[config.mk]
export PLATFORM = sky130hd
export DESIGN_NAME = garegga_pcm_fetch_flat
export DESIGN_NICKNAME = d
export VERILOG_FILES = /design/src/rtl/garegga_pcm_fetch_if.sv /design/src/rtl/garegga_pcm_fetch.sv /design/src/flat_wrapper.sv
export SDC_FILE = /design/constraint.sdc
export NUM_CORES = 1
export LEC_CHECK = 0
export BUFFER_PORTS_ARGS = -buffer_cell sky130_fd_sc_hd__buf_2
export CAP_MARGIN = 30
export CORE_UTILIZATION = 45
export CTS_CLUSTER_SIZE = 24
export DETAILED_ROUTE_END_ITERATION = 6
export PLACE_DENSITY = 0.67
export SYNTH_ARGS = -nofsm -noshare
export SYNTH_HDL_FRONTEND = slang
export SYNTH_SLANG_ARGS = --single-unit
[constraint.sdc]
create_clock -name CLK96 -period 15.8 [get_ports CLK96]
set_input_delay 3.16 -clock CLK96 [delete_from_list [all_inputs] [get_ports CLK96]]
set_output_delay 3.16 -clock CLK96 [all_outputs]
set_load 0.05 [all_outputs]
[src/rtl/garegga_pcm_fetch_if.sv]
// Read-only byte/word bus: the requester drives cs/addr, the responder returns data/ok.
// Used for both the PCM client side (DW=8) and the SDRAM ROM slot (DW=16).
interface garegga_pcm_fetch_if #(
    parameter int unsigned AW = 20,
    parameter int unsigned DW = 8
);
    logic          cs;
    logic [AW-1:0] addr;
    logic [DW-1:0] data;
    logic          ok;

    modport master (output cs, output addr, input data, input ok);
    modport slave  (input cs, input addr, output data, output ok);
endinterface

[src/rtl/garegga_pcm_fetch.sv]
// Garegga PCM ROM fetch stage: direct-mapped one-word-per-line cache in front of the SDRAM slot.
// Optional next-word prefetch after each demand fill: define PCM_FETCH_PREFETCH_EN.
module garegga_pcm_fetch #(
    parameter int unsigned AW    = 20,
    parameter int unsigned LINES = 8
) (
    input  logic                CLK96,
    input  logic                RESET96,
    input  logic                INVALIDATE,
    garegga_pcm_fetch_if.slave  pcm,
    garegga_pcm_fetch_if.master sdram
);
    localparam int unsigned WW = AW - 1;
    localparam int unsigned IW = $clog2(LINES);
    localparam int unsigned TW = WW - IW;

    typedef enum logic [1:0] {IDLE, REQ, FILL} state_t;

    state_t           state_q, state_d;
    logic [AW-1:0]    addr_q, addr_d;
    logic             cs_q, cs_d;
    logic             pcm_ok_q, pcm_ok_d;
    logic [7:0]       pcm_dout_q, pcm_dout_d;
    logic             sdram_cs_q, sdram_cs_d;
    logic [WW-1:0]    sdram_addr_q, sdram_addr_d;
    logic             kill_q, kill_d;
    logic [LINES-1:0] valid_q, valid_d;
    logic [TW-1:0]    tag_q  [LINES];
    logic [TW-1:0]    tag_d  [LINES];
    logic [15:0]      data_q [LINES];
    logic [15:0]      data_d [LINES];

    logic [WW-1:0] word;
    logic [IW-1:0] idx;
    logic [TW-1:0] tag;
    logic [15:0]   line;
    logic [IW-1:0] fill_idx;
    logic [TW-1:0] fill_tag;
    logic          hit;
    logic          stable;

`ifdef PCM_FETCH_PREFETCH_EN
    logic          pf_q, pf_d;
    logic [WW-1:0] next_word;
    logic [IW-1:0] next_idx;
    logic          next_present;

    assign next_word    = sdram_addr_q + WW'(1);
    assign next_idx     = next_word[IW-1:0];
    assign next_present = valid_q[next_idx] && (tag_q[next_idx] == next_word[WW-1:IW]);
`endif

    assign word     = addr_q[AW-1:1];
    assign idx      = word[IW-1:0];
    assign tag      = word[WW-1:IW];
    assign line     = data_q[idx];
    assign fill_idx = sdram_addr_q[IW-1:0];
    assign fill_tag = sdram_addr_q[WW-1:IW];
    assign hit      = cs_q & valid_q[idx] & (tag_q[idx] == tag);
    // Stable means the client is still presenting the address captured last edge.
    assign stable   = pcm.cs & cs_q & (pcm.addr == addr_q);

    always_comb begin
        state_d      = state_q;
        addr_d       = pcm.addr;
        cs_d         = pcm.cs;
        pcm_ok_d     = 1'b0;
        pcm_dout_d   = pcm_dout_q;
        sdram_cs_d   = sdram_cs_q;
        sdram_addr_d = sdram_addr_q;
        kill_d       = kill_q;
        valid_d      = valid_q;
        tag_d        = tag_q;
        data_d       = data_q;
`ifdef PCM_FETCH_PREFETCH_EN
        pf_d         = pf_q;
`endif

        if (stable && hit && !INVALIDATE) begin
            pcm_ok_d   = 1'b1;
            pcm_dout_d = addr_q[0] ? line[15:8] : line[7:0];
        end

        if (INVALIDATE) valid_d = '0;

        case (state_q)
            IDLE: begin
                if (stable && !hit) begin
                    sdram_addr_d = word;
                    sdram_cs_d   = 1'b1;
                    state_d      = REQ;
                end
            end
            REQ: begin
                if (INVALIDATE) kill_d = 1'b1;
                if (sdram.ok) begin
                    data_d[fill_idx]  = sdram.data;
                    tag_d[fill_idx]   = fill_tag;
                    // A same-edge invalidate already zeroed valid_d; keep this line dead too.
                    valid_d[fill_idx] = !(kill_q || INVALIDATE);
                    sdram_cs_d        = 1'b0;
                    kill_d            = 1'b0;
                    state_d           = FILL;
                end
            end
            FILL: begin
`ifdef PCM_FETCH_PREFETCH_EN
                if (!pf_q && !next_present) begin
                    sdram_addr_d = next_word;
                    sdram_cs_d   = 1'b1;
                    pf_d         = 1'b1;
                    state_d      = REQ;
                end else begin
                    pf_d    = 1'b0;
                    state_d = IDLE;
                end
`else
                state_d = IDLE;
`endif
            end
            default: state_d = IDLE;
        endcase
    end

    always_ff @(posedge CLK96 or posedge RESET96) begin
        if (RESET96) begin
            state_q      <= IDLE;
            addr_q       <= '0;
            cs_q         <= 1'b0;
            pcm_ok_q     <= 1'b0;
            pcm_dout_q   <= '0;
            sdram_cs_q   <= 1'b0;
            sdram_addr_q <= '0;
            kill_q       <= 1'b0;
            valid_q      <= '0;
            for (int unsigned i = 0; i < LINES; i++) begin
                tag_q[i]  <= '0;
                data_q[i] <= '0;
            end
`ifdef PCM_FETCH_PREFETCH_EN
            pf_q         <= 1'b0;
`endif
        end else begin
            state_q      <= state_d;
            addr_q       <= addr_d;
            cs_q         <= cs_d;
            pcm_ok_q     <= pcm_ok_d;
            pcm_dout_q   <= pcm_dout_d;
            sdram_cs_q   <= sdram_cs_d;
            sdram_addr_q <= sdram_addr_d;
            kill_q       <= kill_d;
            valid_q      <= valid_d;
            tag_q        <= tag_d;
            data_q       <= data_d;
`ifdef PCM_FETCH_PREFETCH_EN
            pf_q         <= pf_d;
`endif
        end
    end

    assign pcm.data   = pcm_dout_q;
    assign pcm.ok     = pcm_ok_q;
    assign sdram.cs   = sdram_cs_q;
    assign sdram.addr = sdram_addr_q;
endmodule

[src/flat_wrapper.sv]
// flat-port wrapper written by rule: the top's interface ports become plain ports
module garegga_pcm_fetch_flat 
#(
    parameter int unsigned AW    = 20,
    parameter int unsigned LINES = 8
)
  (CLK96, RESET96, INVALIDATE, pcm_cs, pcm_addr, pcm_data, pcm_ok, sdram_cs, sdram_addr, sdram_data, sdram_ok);
  garegga_pcm_fetch_if #(.AW(AW), .DW(8)) pcm_i ();
  garegga_pcm_fetch_if #(.AW(AW), .DW(16)) sdram_i ();
  input  logic CLK96;
  input  logic RESET96;
  input  logic INVALIDATE;
  input wire logic [$bits(pcm_i.cs)-1:0] pcm_cs;
  input wire logic [$bits(pcm_i.addr)-1:0] pcm_addr;
  output wire logic [$bits(pcm_i.data)-1:0] pcm_data;
  output wire logic [$bits(pcm_i.ok)-1:0] pcm_ok;
  output wire logic [$bits(sdram_i.cs)-1:0] sdram_cs;
  output wire logic [$bits(sdram_i.addr)-1:0] sdram_addr;
  input wire logic [$bits(sdram_i.data)-1:0] sdram_data;
  input wire logic [$bits(sdram_i.ok)-1:0] sdram_ok;
  assign pcm_i.cs = pcm_cs;
  assign pcm_i.addr = pcm_addr;
  assign pcm_data = pcm_i.data;
  assign pcm_ok = pcm_i.ok;
  assign sdram_cs = sdram_i.cs;
  assign sdram_addr = sdram_i.addr;
  assign sdram_i.data = sdram_data;
  assign sdram_i.ok = sdram_ok;
  garegga_pcm_fetch #(.AW(AW), .LINES(LINES)) u_core (.CLK96(CLK96), .RESET96(RESET96), .INVALIDATE(INVALIDATE), .pcm(pcm_i), .sdram(sdram_i));
endmodule
==> results by group, run 1 <==
Logic synthesis
  – EDFF count, synth: 0
  – Top_reg_cell synth: dfrtp_1
  – Synthesized area per cell: approximately 16 sq um
  – YS warnings: 0
  – Mapped Cells: 875
  – Post-Syn Area: between 10000 and 15000 sq um
  – Syn Nets: a little over 900
  – Area leader, netlist: dfrtp_1
  – Synth cell types: 41
  – Post-synthesis register bit count: 317
  – Area share of the largest cell type after synthesis: 56.3%
  – Share of async-settable or async-resettable flops after synthesis: 100%
  – Synth area leaders: dfrtp_1 56%, mux2_2 23%, mux4_2 9.1%, mux4_1 2.4%, xnor2_1 1.6%
  – Seq/Total Area, Yosys: about 56%

Clock network
  – PostCTS Resize Cnt: 0
  – H-tree depth: 2
  – Clk sink count: roughly 320
  – Post-CTS Setup Bufs: 0
  – Root buffer cell: clkbuf_16
  – Reg clk slew, reported paths: 0.06 ns
  – Num CTS Buffers: 36
  – Clk buf depth: 3
  – Cts hold-fix bufs: 0
  – CTS tree: done
  – Skew-Pair Late Insertion Delay: 0.52 ns

Run
  – Max Cap Viol: 0

Timing
  – F_max: 0.187 GHz
  – Final Hold Vio Count: 0
  – Unrepaired setup endpoints after global routing: no
  – Slew Limit Fails: 0
  – Post-route clock period utilization: 33.8%
  – Worst Skew: approximately 0.02 ns
  – Final setup TNS: 0 ns
  – Worst-margin pin slew: 0.930 ns
  – Minimum clock period: ~5.3 ns
  – Endpoints failing setup: 0
  – Max_slew headroom: 38.0%

Routing
  – DR pass1 iterations: 4
  – WL met3: 1310 microns
  – 1st-iter DRT viols: 376
  – M1 wire length: around 14000 microns
  – DR WL/cell: 22.4 microns
  – Drt total wl: 30900 microns
  – Via count: slightly below 8000
  – Antenna Nets Post-Route: 0
  – DRC: 0
  – Via density: 5.73
  – Met2 Wirelength: 14700 microns
  – Top layer in use: met5

GRT
  – First-pass GRT wire length: 48900 microns
  – Largest net degree at the start of global routing: 98
  – Antenna violations before repair: 1
  – GRT Total Usage: 20.3%
  – Vias in the first global route: 8270
  – Total grt overflow: 0

Worst setup path
  – Crit path required time: 16.20 ns
  – Crit path launch type: input pin
  – Maximum fanout along the worst path: 8
  – Setup CP Type: in2reg
  – Worst setup EP type: flip-flop
  – Worst EP arrival: 5.75 ns
  – CP max stage cell: nor4_4
  – Most common cell on crit path: or4_1
  – Critical Path, Cell by Cell: buf_2 > xnor2_1 > nand2_1 > or4_1 > or4_1 > nor4_4 > mux2_2
  – Max incr delay on CP: about 0.70 ns

Die
  – Core area: 30700 sq um
  – Initial Util: approximately 46%
  – Die width: 179 microns
  – Die Ht: 179 microns
  – Num ports: 71
  – Core Rows: 64
  – DIE AREA: roughly 32000 sq um

Cells and area
  – Antenna diodes: 0
  – Filler Cell Count: about 2500
  – Post-Layout Cell Count: 1375
  – Layout cells sized above 1: ~52%
  – Nets: 994
  – Syn-to-layout area delta: 14.8%

Power and ir drop
  – Pwr dens: 107 nW/um^2
  – Leak: 0.00798 uW
  – VDD IR max: 0.0752 mV

Place
  – IO Port Bufs: 69
  – Placed cells: 1309
  – Routability Congestion: 0.838
  – Detail Placement HPWL: 18800 microns

Worst hold path
  – Hold WC Path Type: reg2reg

Status
  – Status: finished clean
-- critical path, delay by kind of cell --
family | cells | cell delay, ns
AND/OR/NAND/NOR | 4 | 1.80
multiplexers | 1 | 0.41
XOR/XNOR | 1 | 0.25
buffers and inverters | 1 | 0.12
-- metrics by stage --
| stage | hold slack [ns] | util (%) | setup slack [ns] | instance area [sq um] | power [uW] |
|---|---|---|---|---|---|
| 2_1_floorplan | 0.447 | - | 3.87 | 14100 | 874 |
| 3_3_place_gp | 0.464 | 48.5 | 9.94 | 14900 | 897 |
| 3_5_place_dp | 0.474 | 48.6 | 9.90 | 14900 | 897 |
| 5_1_grt | 0.501 | 52.7 | 10.25 | 16200 | 1790 |
| 4_1_cts | 0.484 | 52.6 | 10.45 | 16100 | 1760 |
| 6_report | 0.486 | 52.7 | 10.45 | 16200 | 1740 |
-- final timing paths --
path	slack, ns	depth (start not counted)	end	startpoint
worst max-delay path	10.45	7	u_core.pcm.data[6]	pcm_addr[15]
worst min-delay path	0.49	1	u_core.state_q[0]	u_core.state_q[0]
worst max register to register	11.11	9	u_core.sdram_addr_q[2]	u_core.addr_q[1]
worst min register to register	0.49	1	u_core.state_q[0]	u_core.state_q[0]
max in group asynchronous	10.72	4	u_core.tag_q[18]	RESET96
min in group asynchronous	2.76	2	u_core.data_q[112]	RESET96
-- state kept, by name (all words and copies together) (netlist names) --
register and flops:
u_core.tag_q 128, u_core.cs_q 1, u_core.data_q 128, u_core.pcm.ok 1
u_core.addr_q 20, u_core.kill_q 1, u_core.valid_q 8, u_core.state_q 2
u_core.pcm.data 8, u_core.sdram.cs 1, u_core.sdram_addr_q 19
-- cell usage in the layout (no fill, tap or decap), types with 9 or more instances in the layout --
cell | synthesis | final
mux4_2 | 57 | 57
dfrtp_1 | 317 | 314
mux2i_1 | 21 | 21
mux2_2 | 287 | 287
nand2_1 | 11 | 10
clkbuf_16 | 0 | 36
xnor2_1 | 26 | 26
nor2_1 | 24 | 23
buf_2 | 9 | 69
mux4_1 | 13 | 13
clkbuf_8 | 0 | 9
buf_4 | 2 | 18
-- power breakdown --
group	internal, uW	total, uW	switching (uW)
logic	20.4	61.5	41.1
registers	815	821	5.92
clock network	516	855	338
-- cell usage after synthesis (6+ instances only) --
| library cell | count |
|---|---|
| dfrtp_1 | 317 |
| mux2_2 | 287 |
| mux4_2 | 57 |
| clkbuf_1 | 32 |
| xnor2_1 | 26 |
| nor2_1 | 24 |
| mux2i_1 | 21 |
| mux4_1 | 13 |
| nand2_1 | 11 |
| buf_2 | 9 |
| nor3_1 | 8 |
| xor2_1 | 8 |
| nand4_1 | 6 |
-- final cells by class --
class | count | area (sq um) | area share (%)
repair buffers | 91 | 566 | 3.50
well taps | 396 | 495 | 3.06
multi-input cells | 504 | 5930 | 36.7
inverters | 3 | 18.8 | 0.116
flip-flops and latches | 317 | 7940 | 49.1
clock inverters | 12 | 173 | 1.07
clock buffers | 52 | 1050 | 6.50
-- layer usage --
| layer | track usage [%] | vias to the layer above |
|---|---|---|
| met5 | 0 | - |
| met4 | 5.33 | 2 |
| met3 | 3.52 | 49 |
| met2 | 31.7 | 126 |
| li1 | - | 3428 |
| met1 | 29.2 | 4277 |
-- cell families (layout without fill, tap and decap cells) --
group,Yosys count,count (layout),share of synthesized area (%)
other,1,1,0.0266
buffers and inverters,54,158,1.85
AND/OR/NAND/NOR,74,74,2.88
AO/OA/AOI/OAI,16,16,0.763
flip-flops,317,317,56.3
multiplexers,379,379,36.1
XOR/XNOR,34,34,2.11
(Power assumes the default switching activity.)
==> run 2, diff against run 1 <==
==> constraint.sdc (replaced) <==
create_clock -name CLK96 -period 4.93 [get_ports CLK96]
set_input_delay 0.986 -clock CLK96 [delete_from_list [all_inputs] [get_ports CLK96]]
set_output_delay 0.986 -clock CLK96 [all_outputs]
set_load 0.05 [all_outputs]
==> run 2 against run 1 <==
Compared with the run above:
- clock-buffer cell count decreased by 1
- register-to-register slack got worse by 10 ns
- flip-flop and latch count unchanged
- worst hold slack got worse by 0.023 ns
- critical path type is now reg2reg
- critical endpoint is now u_core.pcm.data[2]
- largest cell class unchanged
- largest power group unchanged
==> results by group, run 2 (synthesis gave the netlist of run 1 again) <==
Status
  – Status: finished clean

GRT
  – Antenna violations before repair: 0 (-1)
  – Total grt overflow: 0 (unchanged)
  – Largest net degree at the start of global routing: 124 (+27%)
  – Vias in the first global route: 8240 (-0.36%)
  – GRT Total Usage: 20.5% (+0.27 points)
  – First-pass GRT wire length: 49100 microns (+0.52%)

Cells and area
  – Most common cell after layout, fill and taps aside: dfrtp_1
  – Multi-input combinational cell area: 5930 sq um (unchanged)
  – Syn-to-layout area delta: 15.2%
  – Post-Layout Cell Count: 1376 (+0.073%)
  – Antenna diodes: 0 (unchanged)
  – Most frequent cells in the layout: 314 x dfrtp_1, 287 x mux2_2, 69 x buf_2, 57 x mux4_2, 37 x clkbuf_16
  – Filler Cell Count: 2497 (-1.4%)
  – Largest regs: u_core.data_q (128), u_core.tag_q (128), u_core.addr_q (20)
  – Layout cells sized above 1: 52.0% (+0.36 points)
  – Design area: 16200 sq um (+0.35%)
  – Register Area: 7940 sq um (unchanged)
  – Nets: 994 (unchanged)

Timing
  – Hold slack: 0.463 ns (-0.0227 ns)
  – Max_slew headroom: 36.0% (-2.0 points)
  – Worst Skew: 0.0231 ns (+0.00306 ns)
  – Final Hold Vio Count: 0 (unchanged)
  – Slew Limit Fails: 0 (unchanged)
  – Worst-margin pin slew: 0.960 ns (+0.0297 ns)
  – F_max: 0.263 GHz
  – Post-route clock period utilization: 77.3%
  – Final worst setup slack: 1.12 ns (-9.33 ns)
  – Endpoints failing setup: 0 (unchanged)
  – Minimum clock period: 3.81 ns
  – Unrepaired setup endpoints after global routing: no

Worst setup path
  – Critical path origin: u_core.addr_q[2]
  – Critical path depth: 8 (+1)
  – Maximum fanout along the worst path: 28 (+20)
  – Worst Path Buf+Inv: 1 (unchanged)
  – Cells on worst reg2reg path: 8 (-1)
  – CP delay by family, top: simple AND/OR/NAND/NOR gates
  – Worst setup EP type: flip-flop
  – Worst R2R Start: u_core.addr_q[2]
  – CP max stage cell: dfrtp_2
  – Crit path required time: 5.33 ns (-10.87 ns)
  – Reg2reg setup slack: 1.12 ns (-9.99 ns)
  – Max incr delay on CP: 0.91 ns (+0.21 ns)
  – Reg-to-reg endpoint: u_core.pcm.data[2]
  – CP endpoint: u_core.pcm.data[2]
  – Setup CP Type: reg2reg
  – Worst EP arrival: 4.21 ns (-1.54 ns)
  – Crit path launch type: flip-flop
  – Critical Path, Cell by Cell: buf_4 > mux4_1 > mux2i_1 > xnor2_1 > nor4_2 > nand4b_2 > nor4_4 > mux2_2

Power and ir drop
  – Pwr dens: 348 nW/um^2 (+220%)
  – Leak: 0.00801 uW (+0.40%)
  – VDD IR max: 0.194 mV (+160%)

Place
  – Post-DP Area: 15000 sq um (+0.36%)
  – IO Port Bufs: 69 (unchanged)
  – Placed cells: 1311 (+0.15%)
  – Routability Congestion: 0.804 (-4.1%)
  – Detail Placement HPWL: 19500 microns (+3.4%)
  – DP Worst Slack: 1.06 ns (-8.84 ns)

Clock network
  – Post-CTS Setup Bufs: 0 (unchanged)
  – Clk sink count: 317 (unchanged)
  – CTS tree: done
  – Clk buf depth: 3 (unchanged)
  – PostCTS Resize Cnt: 0 (unchanged)
  – H-tree depth: 2 (unchanged)
  – Root buffer cell: clkbuf_16
  – Skew-Pair Late Insertion Delay: 0.52 ns (about the same)
  – Cts hold-fix bufs: 0 (unchanged)
  – Reg clk slew, reported paths: 0.06 ns (about the same)
  – Num CTS Buffers: 36 (unchanged)

Routing
  – Via density: 5.71 (-0.41%)
  – 1st-iter DRT viols: 396 (+5.3%)
  – Via count: 7855 (-0.34%)
  – Antenna Nets Post-Route: 0 (unchanged)
  – Drt total wl: 31100 microns (+0.88%)
  – DR WL/cell: 22.6 microns (+0.81%)
  – DR pass1 iterations: 6 (+2)
  – DRC: 0 (unchanged)

Die
  – Initial Util: 46.0% (unchanged)
  – Core area: 30700 sq um (unchanged)
  – Core Rows: 64 (unchanged)
  – Die width: 179 microns (unchanged)
  – DIE AREA: 32000 sq um (unchanged)
  – Die Ht: 179 microns (unchanged)
  – Num ports: 71 (unchanged)

Run
  – Max Cap Viol: 0 (unchanged)

Worst hold path
  – Hold WC Path Type: reg2reg
run 2: cell types whose count changed in the layout (fill, tap and decap cells not counted), moves of 2 or more:
cell | before | now
clkbuf_1 | 7 | 4
buf_12 | 0 | 4
bufinv_16 | 3 | 5
buf_16 | 2 | 0
clkinv_2 | 4 | 7
run 2: power breakdown:
group	switching [uW]	internal, uW	total, uW
Sequential	36.2	2610	2650
Clock	1030	1790	2820
Combinational	119	64.2	183
run 2: worst register-to-register path, cell delays in order, from the launching register on:
cell	delay, ns
dfrtp_2	0.91
buf_4	0.49
mux4_1	0.34
mux2i_1	0.17
xnor2_1	0.10
nor4_2	0.28
nand4b_2	0.24
nor4_4	0.74
mux2_2	0.42
run 2: how the worst min path moves through the flow:
stage                       from                end  slack [ns]  cells after the start
2_1_floorplan  u_core.state_q[0]  u_core.state_q[0]        0.45                      1
3_3_place_gp     u_core.sdram.cs    u_core.sdram.cs        0.45                      2
3_5_place_dp     u_core.sdram.cs    u_core.sdram.cs        0.46                      2
4_1_cts          u_core.sdram.cs    u_core.sdram.cs        0.47                      2
5_1_grt          u_core.sdram.cs    u_core.sdram.cs        0.50                      2
6_report         u_core.sdram.cs    u_core.sdram.cs        0.46                      2
run 2: final cells by class:
class | instances | share of cell area (%)
clock inverter | 14 | 1.25
clock buffer | 51 | 6.64
multi-input combinational | 504 | 36.6
timing repair buffer | 91 | 3.50
sequential | 317 | 48.9
inverter | 3 | 0.0925
tap | 396 | 3.05
run 2: through the flow:
stage | TNS (ns) | util, % | total power [uW]
finish | 0 | 52.9 | 5650
global route | 0 | 52.9 | 5850
CTS | 0 | 52.9 | 5720
detailed placement | 0 | 48.8 | 2880
global placement | 0 | 48.7 | 2880
floorplan | -89.02 | - | 2800
run 2: layer usage:
metal	vias to the layer above	part of all wire [%]	track usage (%)
met3	51	5.0	4.20
li1	3431	-	-
met1	4205	45	29.1
met4	0	1.9	5.47
met5	-	0	0
met2	168	48	32.3
